[src/rtl/m_multicycle_ctrl.sv]
// Multi-cycle IF/ID/EX/MEM/WB sequencer for the RV32 datapath: all outputs are decoded from state plus acks.
// Latency: R/I 4, load 5, store 4, branch 3 cycles with single-cycle acks; it waits on imem/dmem acks, and an imem wait can time out.
module m_multicycle_ctrl #(
    parameter int CNT_W        = 32,
    parameter int IMEM_TIMEOUT = 16
) (
    input  logic             w_clock,
    input  logic             w_reset,
    input  logic             w_run,
    input  logic [31:0]      w_ir,
    input  logic             w_br_taken,
    input  logic             w_imem_ack,
    input  logic             w_dmem_ack,
    output logic             w_imem_req,
    output logic             w_ir_we,
    output logic             w_pc_we,
    output logic             w_pc_sel,
    output logic             w_rf_we,
    output logic             w_dmem_req,
    output logic             w_dmem_we,
    output logic             w_halted,
    output logic             w_illegal,
    output logic             w_fault,
    output logic [2:0]       w_state,
    output logic [CNT_W-1:0] w_cycle_cnt,
    output logic [CNT_W-1:0] w_retired
);
    typedef enum logic [2:0] {
        S_IDLE = 3'd0,
        S_IF   = 3'd1,
        S_ID   = 3'd2,
        S_EX   = 3'd3,
        S_MEM  = 3'd4,
        S_WB   = 3'd5,
        S_HALT = 3'd6,
        S_BAD  = 3'd7
    } state_t;

    localparam logic [6:0] OP_R   = 7'b0110011;
    localparam logic [6:0] OP_I   = 7'b0010011;
    localparam logic [6:0] OP_LD  = 7'b0000011;
    localparam logic [6:0] OP_ST  = 7'b0100011;
    localparam logic [6:0] OP_BR  = 7'b1100011;
    localparam logic [6:0] OP_SYS = 7'b1110011;

    localparam logic [31:0]      TO_LIM  = 32'(IMEM_TIMEOUT);
    localparam logic [CNT_W-1:0] CNT_ONE = {{(CNT_W-1){1'b0}}, 1'b1};

    state_t           state_q, state_d;
    logic [CNT_W-1:0] cycle_cnt_q, cycle_cnt_d;
    logic [CNT_W-1:0] retired_q, retired_d;
    logic             illegal_q, illegal_d;
    logic             fault_q, fault_d;
    logic [31:0]      to_cnt_q, to_cnt_d;
    logic [31:0]      to_cnt_inc;
    logic [6:0]       opcode;
    logic             retire;
    logic             leave_to_if;
    logic             active;
    logic             unused_ir;

    assign opcode      = w_ir[6:0];
    assign unused_ir   = ^w_ir[31:12];
    assign to_cnt_inc  = (to_cnt_q == '1) ? to_cnt_q : to_cnt_q + 32'd1;
    assign leave_to_if = w_run;

    always_comb begin
        state_d    = state_q;
        illegal_d  = illegal_q;
        fault_d    = fault_q;
        to_cnt_d   = '0;
        retire     = 1'b0;
        w_imem_req = 1'b0;
        w_ir_we    = 1'b0;
        w_pc_we    = 1'b0;
        w_pc_sel   = 1'b0;
        w_rf_we    = 1'b0;
        w_dmem_req = 1'b0;
        w_dmem_we  = 1'b0;
        w_halted   = 1'b0;

        case (state_q)
            S_IDLE: begin
                if (w_run) state_d = S_IF;
            end
            S_IF: begin
                w_imem_req = 1'b1;
                if (w_imem_ack) begin
                    w_ir_we = 1'b1;
                    state_d = S_ID;
                end else begin
                    to_cnt_d = to_cnt_inc;
                    if ((IMEM_TIMEOUT != 0) && (to_cnt_inc >= TO_LIM)) begin
                        state_d = S_HALT;
                        fault_d = 1'b1;
                    end
                end
            end
            S_ID: begin
                case (opcode)
                    OP_R, OP_I, OP_LD, OP_ST, OP_BR: state_d = S_EX;
                    OP_SYS: begin
                        retire  = 1'b1;
                        state_d = S_HALT;
                    end
                    default: begin
                        illegal_d = 1'b1;
                        state_d   = S_HALT;
                    end
                endcase
            end
            S_EX: begin
                case (opcode)
                    OP_R, OP_I:   state_d = S_WB;
                    OP_LD, OP_ST: state_d = S_MEM;
                    OP_BR: begin
                        w_pc_we  = 1'b1;
                        w_pc_sel = w_br_taken;
                        retire   = 1'b1;
                        state_d  = leave_to_if ? S_IF : S_IDLE;
                    end
                    // IR changed under us after ID: treat as illegal rather than guess
                    default: begin
                        illegal_d = 1'b1;
                        state_d   = S_HALT;
                    end
                endcase
            end
            S_MEM: begin
                w_dmem_req = 1'b1;
                w_dmem_we  = (opcode == OP_ST);
                if (w_dmem_ack) begin
                    if (opcode == OP_ST) begin
                        w_pc_we = 1'b1;
                        retire  = 1'b1;
                        state_d = leave_to_if ? S_IF : S_IDLE;
                    end else begin
                        state_d = S_WB;
                    end
                end
            end
            S_WB: begin
                w_rf_we = (w_ir[11:7] != 5'd0);
                w_pc_we = 1'b1;
                retire  = 1'b1;
                state_d = leave_to_if ? S_IF : S_IDLE;
            end
            S_HALT: begin
                w_halted = 1'b1;
            end
            default: begin
                state_d = S_IDLE;
            end
        endcase

        active      = (state_q == S_IF) || (state_q == S_ID) || (state_q == S_EX) ||
                      (state_q == S_MEM) || (state_q == S_WB);
        cycle_cnt_d = (active && (cycle_cnt_q != '1)) ? cycle_cnt_q + CNT_ONE : cycle_cnt_q;
        retired_d   = (retire && (retired_q != '1)) ? retired_q + CNT_ONE : retired_q;
    end

    always_ff @(posedge w_clock) begin
        if (w_reset) begin
            state_q     <= S_IDLE;
            cycle_cnt_q <= '0;
            retired_q   <= '0;
            illegal_q   <= 1'b0;
            fault_q     <= 1'b0;
            to_cnt_q    <= '0;
        end else begin
            state_q     <= state_d;
            cycle_cnt_q <= cycle_cnt_d;
            retired_q   <= retired_d;
            illegal_q   <= illegal_d;
            fault_q     <= fault_d;
            to_cnt_q    <= to_cnt_d;
        end
    end

    assign w_state     = state_q;
    assign w_cycle_cnt = cycle_cnt_q;
    assign w_retired   = retired_q;
    assign w_illegal   = illegal_q;
    assign w_fault     = fault_q;
endmodule

[config.mk]
export PLATFORM = sky130hd
export DESIGN_NAME = m_multicycle_ctrl
export DESIGN_NICKNAME = d
export VERILOG_FILES = /design/src/rtl/m_multicycle_ctrl.sv
export SDC_FILE = /design/constraint.sdc
export NUM_CORES = 1
export LEC_CHECK = 0
export CORE_UTILIZATION = 56
export DETAILED_ROUTE_END_ITERATION = 8
export HOLD_SLACK_MARGIN = 0.05
export PLACE_DENSITY = 0.94
export SYNTH_ARGS = -nofsm -noshare
export SYNTH_HDL_FRONTEND = slang
export SYNTH_SLANG_ARGS = --single-unit
[constraint.sdc]
create_clock -name w_clock -period 4 [get_ports w_clock]
set_input_delay 0.4 -clock w_clock [delete_from_list [all_inputs] [get_ports w_clock]]
set_output_delay 0.4 -clock w_clock [all_outputs]
set_load 0.01 [all_outputs]
# Word-level counts from Yosys, hierarchy flattened
# Cells that the tools add are included.
dict set report word_totals {
  out_inout_bits 77
  word_cells 78
  register_bits 101
  inputBits 38
}
dict set report op_classes {
  add_sub_neg 3
  n_lt_le_gt_ge 1
  bitwise 3
  n_eq_ne 20
  reduce_logical 17
  muxes 28
}
# operator count
set ops {}
lappend ops {{adder 32 x 1 -> 32 bit (second input constant)} 3}
lappend ops {{!= test 32 bit (second input constant)} 2}
lappend ops {{equality test 32 bit (second input constant)} 1}
lappend ops {{>= comparator 32 x 5 -> 1 bit (second input constant)} 1}
lappend ops {{two-way mux 32 bit} 1}
lappend ops {{case mux 3 bit (7 select lines)} 1}
lappend ops {{two-way mux 3 bit} 6}
lappend ops {{two-way mux 1 bit} 16}
lappend ops {{equality test 7 x 6 -> 1 bit (second input constant)} 2}
lappend ops {{equality test 7 bit (second input constant)} 2}
lappend ops {{equality test 3 bit (second input constant)} 3}
lappend ops {{case mux 3 bit (3 select lines)} 1}
lappend ops {{!= test 2 bit (second input constant)} 4}
lappend ops {{equality test 7 x 2 -> 1 bit (second input constant)} 1}
lappend ops {{equality test 7 x 5 -> 1 bit (second input constant)} 1}
lappend ops {{equality test 3 x 2 -> 1 bit (second input constant)} 2}
lappend ops {{AND reduction 3 bit} 2}
lappend ops {{OR reduction 6 bit} 1}
lappend ops {{nonzero test 5 bit} 1}
lappend ops {{OR reduction 5 bit} 1}
lappend ops {{logical OR 1 bit} 4}
lappend ops {{case mux 1 bit (4 select lines)} 1}
lappend ops {{AND reduction 4 bit} 1}
lappend ops {{OR reduction 2 bit} 2}
lappend ops {{9 further kinds} 12}

# Logic depth before layout (Yosys ltp)
dict set report depth {
  depth_word 6
  ltp_mapped 10
  mapped_depth_nobuf 8
}

# Worst setup path before layout
# No wires, ideal clock.
dict set report synth_path {
  path_kind {in2reg}
  start {input w_ir[2]}
  end {register retired_q[31], in the netlist w_retired[31]}
  path_stages 7
  slack_ns 1.455
  t_required_ns 3.879
  setup_ns 0.121
  n_path_buf 0
  arrival_ns 2.425
  path_cell_list {nand4bb_1 > or2_2 > or3_1 > a31oi_2 > nand4_2 > nor4_1 > mux2_2}
}
dict set report synth_between {
  elab_chain_cells 5
  word_cells_on_any_way 9
  cone_classes {3 x eq/ne; 5 x mux; 1 x reduce/logical}
}
# element line_no
set synth_lines {}
lappend synth_lines {{start: declaration} 10} ;# input logic [31:0] w_ir,
lappend synth_lines {{equality test 7 x 6 -> 1 bit} 133} ;# if (opcode == OP_ST) begin
lappend synth_lines {{two-way mux 1 bit} 133}
lappend synth_lines {{two-way mux 1 bit} 132} ;# if (w_dmem_ack) begin
lappend synth_lines {{case mux 1 bit (4 select lines) *} 82} ;# case (state_q)
lappend synth_lines {{logical AND 1 bit *} 159} ;# retired_d = (retire && (retired_q != '1)) ? retired_q + CNT_ONE : retired_q;
lappend synth_lines {{end signal: assignment} 173} ;# retired_q <= retired_d;
lappend synth_lines {{end: declaration} 51} ;# logic [CNT_W-1:0] retired_q, retired_d;
# Mark *: on every way between the ends. The rest lies on a longest branch, timed or not.
# A chain may end at the register's enable or synchronous reset.

# Worst setup path after layout
dict set report layout_path {
  start {register to_cnt_q[4]}
  end {register fault_q, in the netlist w_fault}
}
dict set report layout_between {
  elab_chain_cells 4
  word_cells_on_any_way 5
  cone_classes {1 x add/sub; 1 x order compare; 1 x eq/ne; 1 x mux; 1 x reduce/logical}
}
# element line_no
set layout_lines {}
lappend layout_lines {{start: declaration} 54} ;# logic [31:0] to_cnt_q, to_cnt_d;
lappend layout_lines {{start signal: assignment} 176} ;# to_cnt_q <= to_cnt_d;
lappend layout_lines {{adder 32 x 1 -> 32 bit or equality test 32 bit (tied branches)} 64} ;# assign to_cnt_inc = (to_cnt_q == '1) ? to_cnt_q : to_cnt_q + 32'd1;
lappend layout_lines {{two-way mux 32 bit *} 64}
lappend layout_lines {{>= comparator 32 x 5 -> 1 bit *} 93} ;# if ((IMEM_TIMEOUT != 0) && (to_cnt_inc >= TO_LIM)) begin
lappend layout_lines {{AND reduction 3 bit (no source line) *} --}
lappend layout_lines {{end signal: assignment} 175} ;# fault_q <= fault_d;
lappend layout_lines {{end: declaration} 53} ;# logic fault_q, fault_d;
# Marked as above.

==> metrics.txt <==
outcome completed; Syn Inst Count 704; antenna violations before repair 0; EDFF count, synth 0; Setup crit start kind flip-flop; Setup violations, final 0; root buffer cell clkbuf_8; Non-Filler Instances 909; Hold Worst Slack 513 ps; Yosys top cell by area dfxtp_1; postcts setup bufs 0; Max Fanout on Critical Path 13; Synth area leaders dfxtp_1 36%, nor2_1 7.5%, xor2_1 6.6%; maximum vdd drop 0.484 mV; total I/O pin count 115; H-tree lvl count 3; Cell Area, Synth 5590 um^2; CTS buffer count 9; Yosys warning count 0; Avg Inst Size Synth 7.94 um^2; DR WL/cell 15.7 um; multi-input logic area 3340 um^2; Syn-to-layout area delta 20.5%; Clock Tree Buf Depth 2; initial core utilization 57.5%; post-synthesis cell type count 54; 1st-iter DRT viols 336; Worst Path Required 4240 ps; post-CTS sizing 0; critical path endpoint category flip-flop; fmax 312 MHz; global-route wire length before repair 23300 um; DIE AREA 10400 um^2; vias 5482; Final Max Tran Viols 0; num rows 36; CTS tree built; Main synth FF type dfxtp_1; Slew HR 23.8%; Seq cells post-synth 101; leakage power 2.17 nW; fin crit share 80.2%; Die H 102 um; GRT Overall Usage 28.0%; number of global-route vias before repair 5043; Worst Tran Pin Value 1140 ps; FF+latch area 2020 um^2; Congestion Overflow GR 0; ANT cells 0; max-cap violations 0; Net Count, Synth 747; Detail Route Antenna Nets 0; top cells by count, synth 111 x nor2_1, 101 x dfxtp_1, 49 x nand2_1, 47 x nand3_1, 42 x xor2_1; cell with the most instances after synthesis nor2_1; Layout Utilization 69.2%; Post-Route WL 14300 um; hold_buf cts 0; Worst Clk Skew 13.8 ps; Nets 815; routability-driven placement congestion ratio 0.895; sequential share of the synthesized area 36.2%; RSZ-0062 raised after global routing false; Clk Latency, worst-skew pair 380 ps; Buffers on Ports 94; core area 9730 um^2; drc violations 0; CP arrival 3450 ps; DR vias/cell 6.03; Setup TNS 0 ps; Async SR Flop Fraction 0%; critical path type reg -> reg; Worst R2R Path Depth 7; 1st-pass router iterations 5; Die W 102 um; fraction of layout cells with a size suffix above 1 4.77%; Hold Path Depth 2; CTS sink cnt 101; Yosys top cell area share 36.2%; Final Hold Vio Count 0; FILL cells 759; largest net degree at the start of global routing 43; Hold Path Class reg -> reg; dpl hpwl 10300 um; minimum clock period 3210 ps; Worst-path clk slew 100 ps; pwr dens 316 nW/um^2; dpl cells 894
## cell type report
type / instances / share of cell area, %
Multi-Input combinational cell: 546 / 49.6
Sequential cell: 101 / 30.0
Timing Repair Buffer: 98 / 14.3
Tap cell: 133 / 2.47
Clock buffer: 9 / 1.84
Inverter: 16 / 0.892
Clock inverter: 6 / 0.836
## worst max-delay path, stage by stage, from the launching register on
cell and delay, ps:
dfxtp_1 500, nand3_1 390, or4_1 630, a2111oi_0 480, mux2i_1 260, nand4_1 190, nor4_4 460, a311oi_1 170
## registers in the layout, indices dropped and copies added (netlist names)
register and flops:
w_fault 1, w_illegal 1, w_state 3, to_cnt_q 32, w_retired 32, w_cycle_cnt 32
## report_power, final
group	internal [mW]	total, mW	switching [mW]
Sequential	1.03	1.11	0.0754
Clock	0.235	0.611	0.376
Combinational	0.188	0.408	0.220
Total	1.46	2.13	0.671
## path summary, 6_finish.rpt
| check | from | to | slack, ps |
|---|---|---|---|
| min | to_cnt_q[1]$_SDFF_PP0_ | to_cnt_q[1]$_SDFF_PP0_ | 510 |
| max | to_cnt_q[4]$_SDFF_PP0_ | w_fault$_SDFFE_PP0P_ | 790 |
| min reg2reg | to_cnt_q[1]$_SDFF_PP0_ | to_cnt_q[1]$_SDFF_PP0_ | 510 |
| max reg2reg | to_cnt_q[4]$_SDFF_PP0_ | w_fault$_SDFFE_PP0P_ | 790 |
## per-layer routing
metal	GRT usage (%)	wire, um
met2	48.2	7090
met5	0	0
met3	4.86	1010
met4	9.34	262
met1	35.4	5900
## cells in the final DEF (no fill, tap or decap), types with 23 or more instances in the layout
master / netlist / layout
xnor2_1: 40 / 40
xor2_1: 42 / 42
nand4_1: 34 / 34
nand2_1: 49 / 49
nand3_1: 47 / 47
nor2_1: 111 / 111
a21oi_1: 23 / 23
clkdlybuf4s50_1: 0 / 93
nor3_1: 29 / 29
dfxtp_1: 101 / 101
## through the flow
stage | worst slack (ps) | cell area [um^2] | power (mW)
3_5_place_dp | 759 | 6550 | 1.53
2_1_floorplan | 1450 | 5590 | 1.36
6_report | 791 | 6730 | 2.13
3_3_place_gp | 887 | 6550 | 1.52
4_1_cts | 812 | 6730 | 2.13
5_1_grt | 570 | 6730 | 2.23
## cells by family after synthesis
logic type,synth area share [%]
buffers and inverters,4.10
adders and majority gates,1.12
and+or+nand+nor,34.6
DFF,36.2
muxes,1.32
xor gates and xnor gates,12.8
AOI/OAI and AO/OA,9.83
Power figures use the tool's default switching activity.
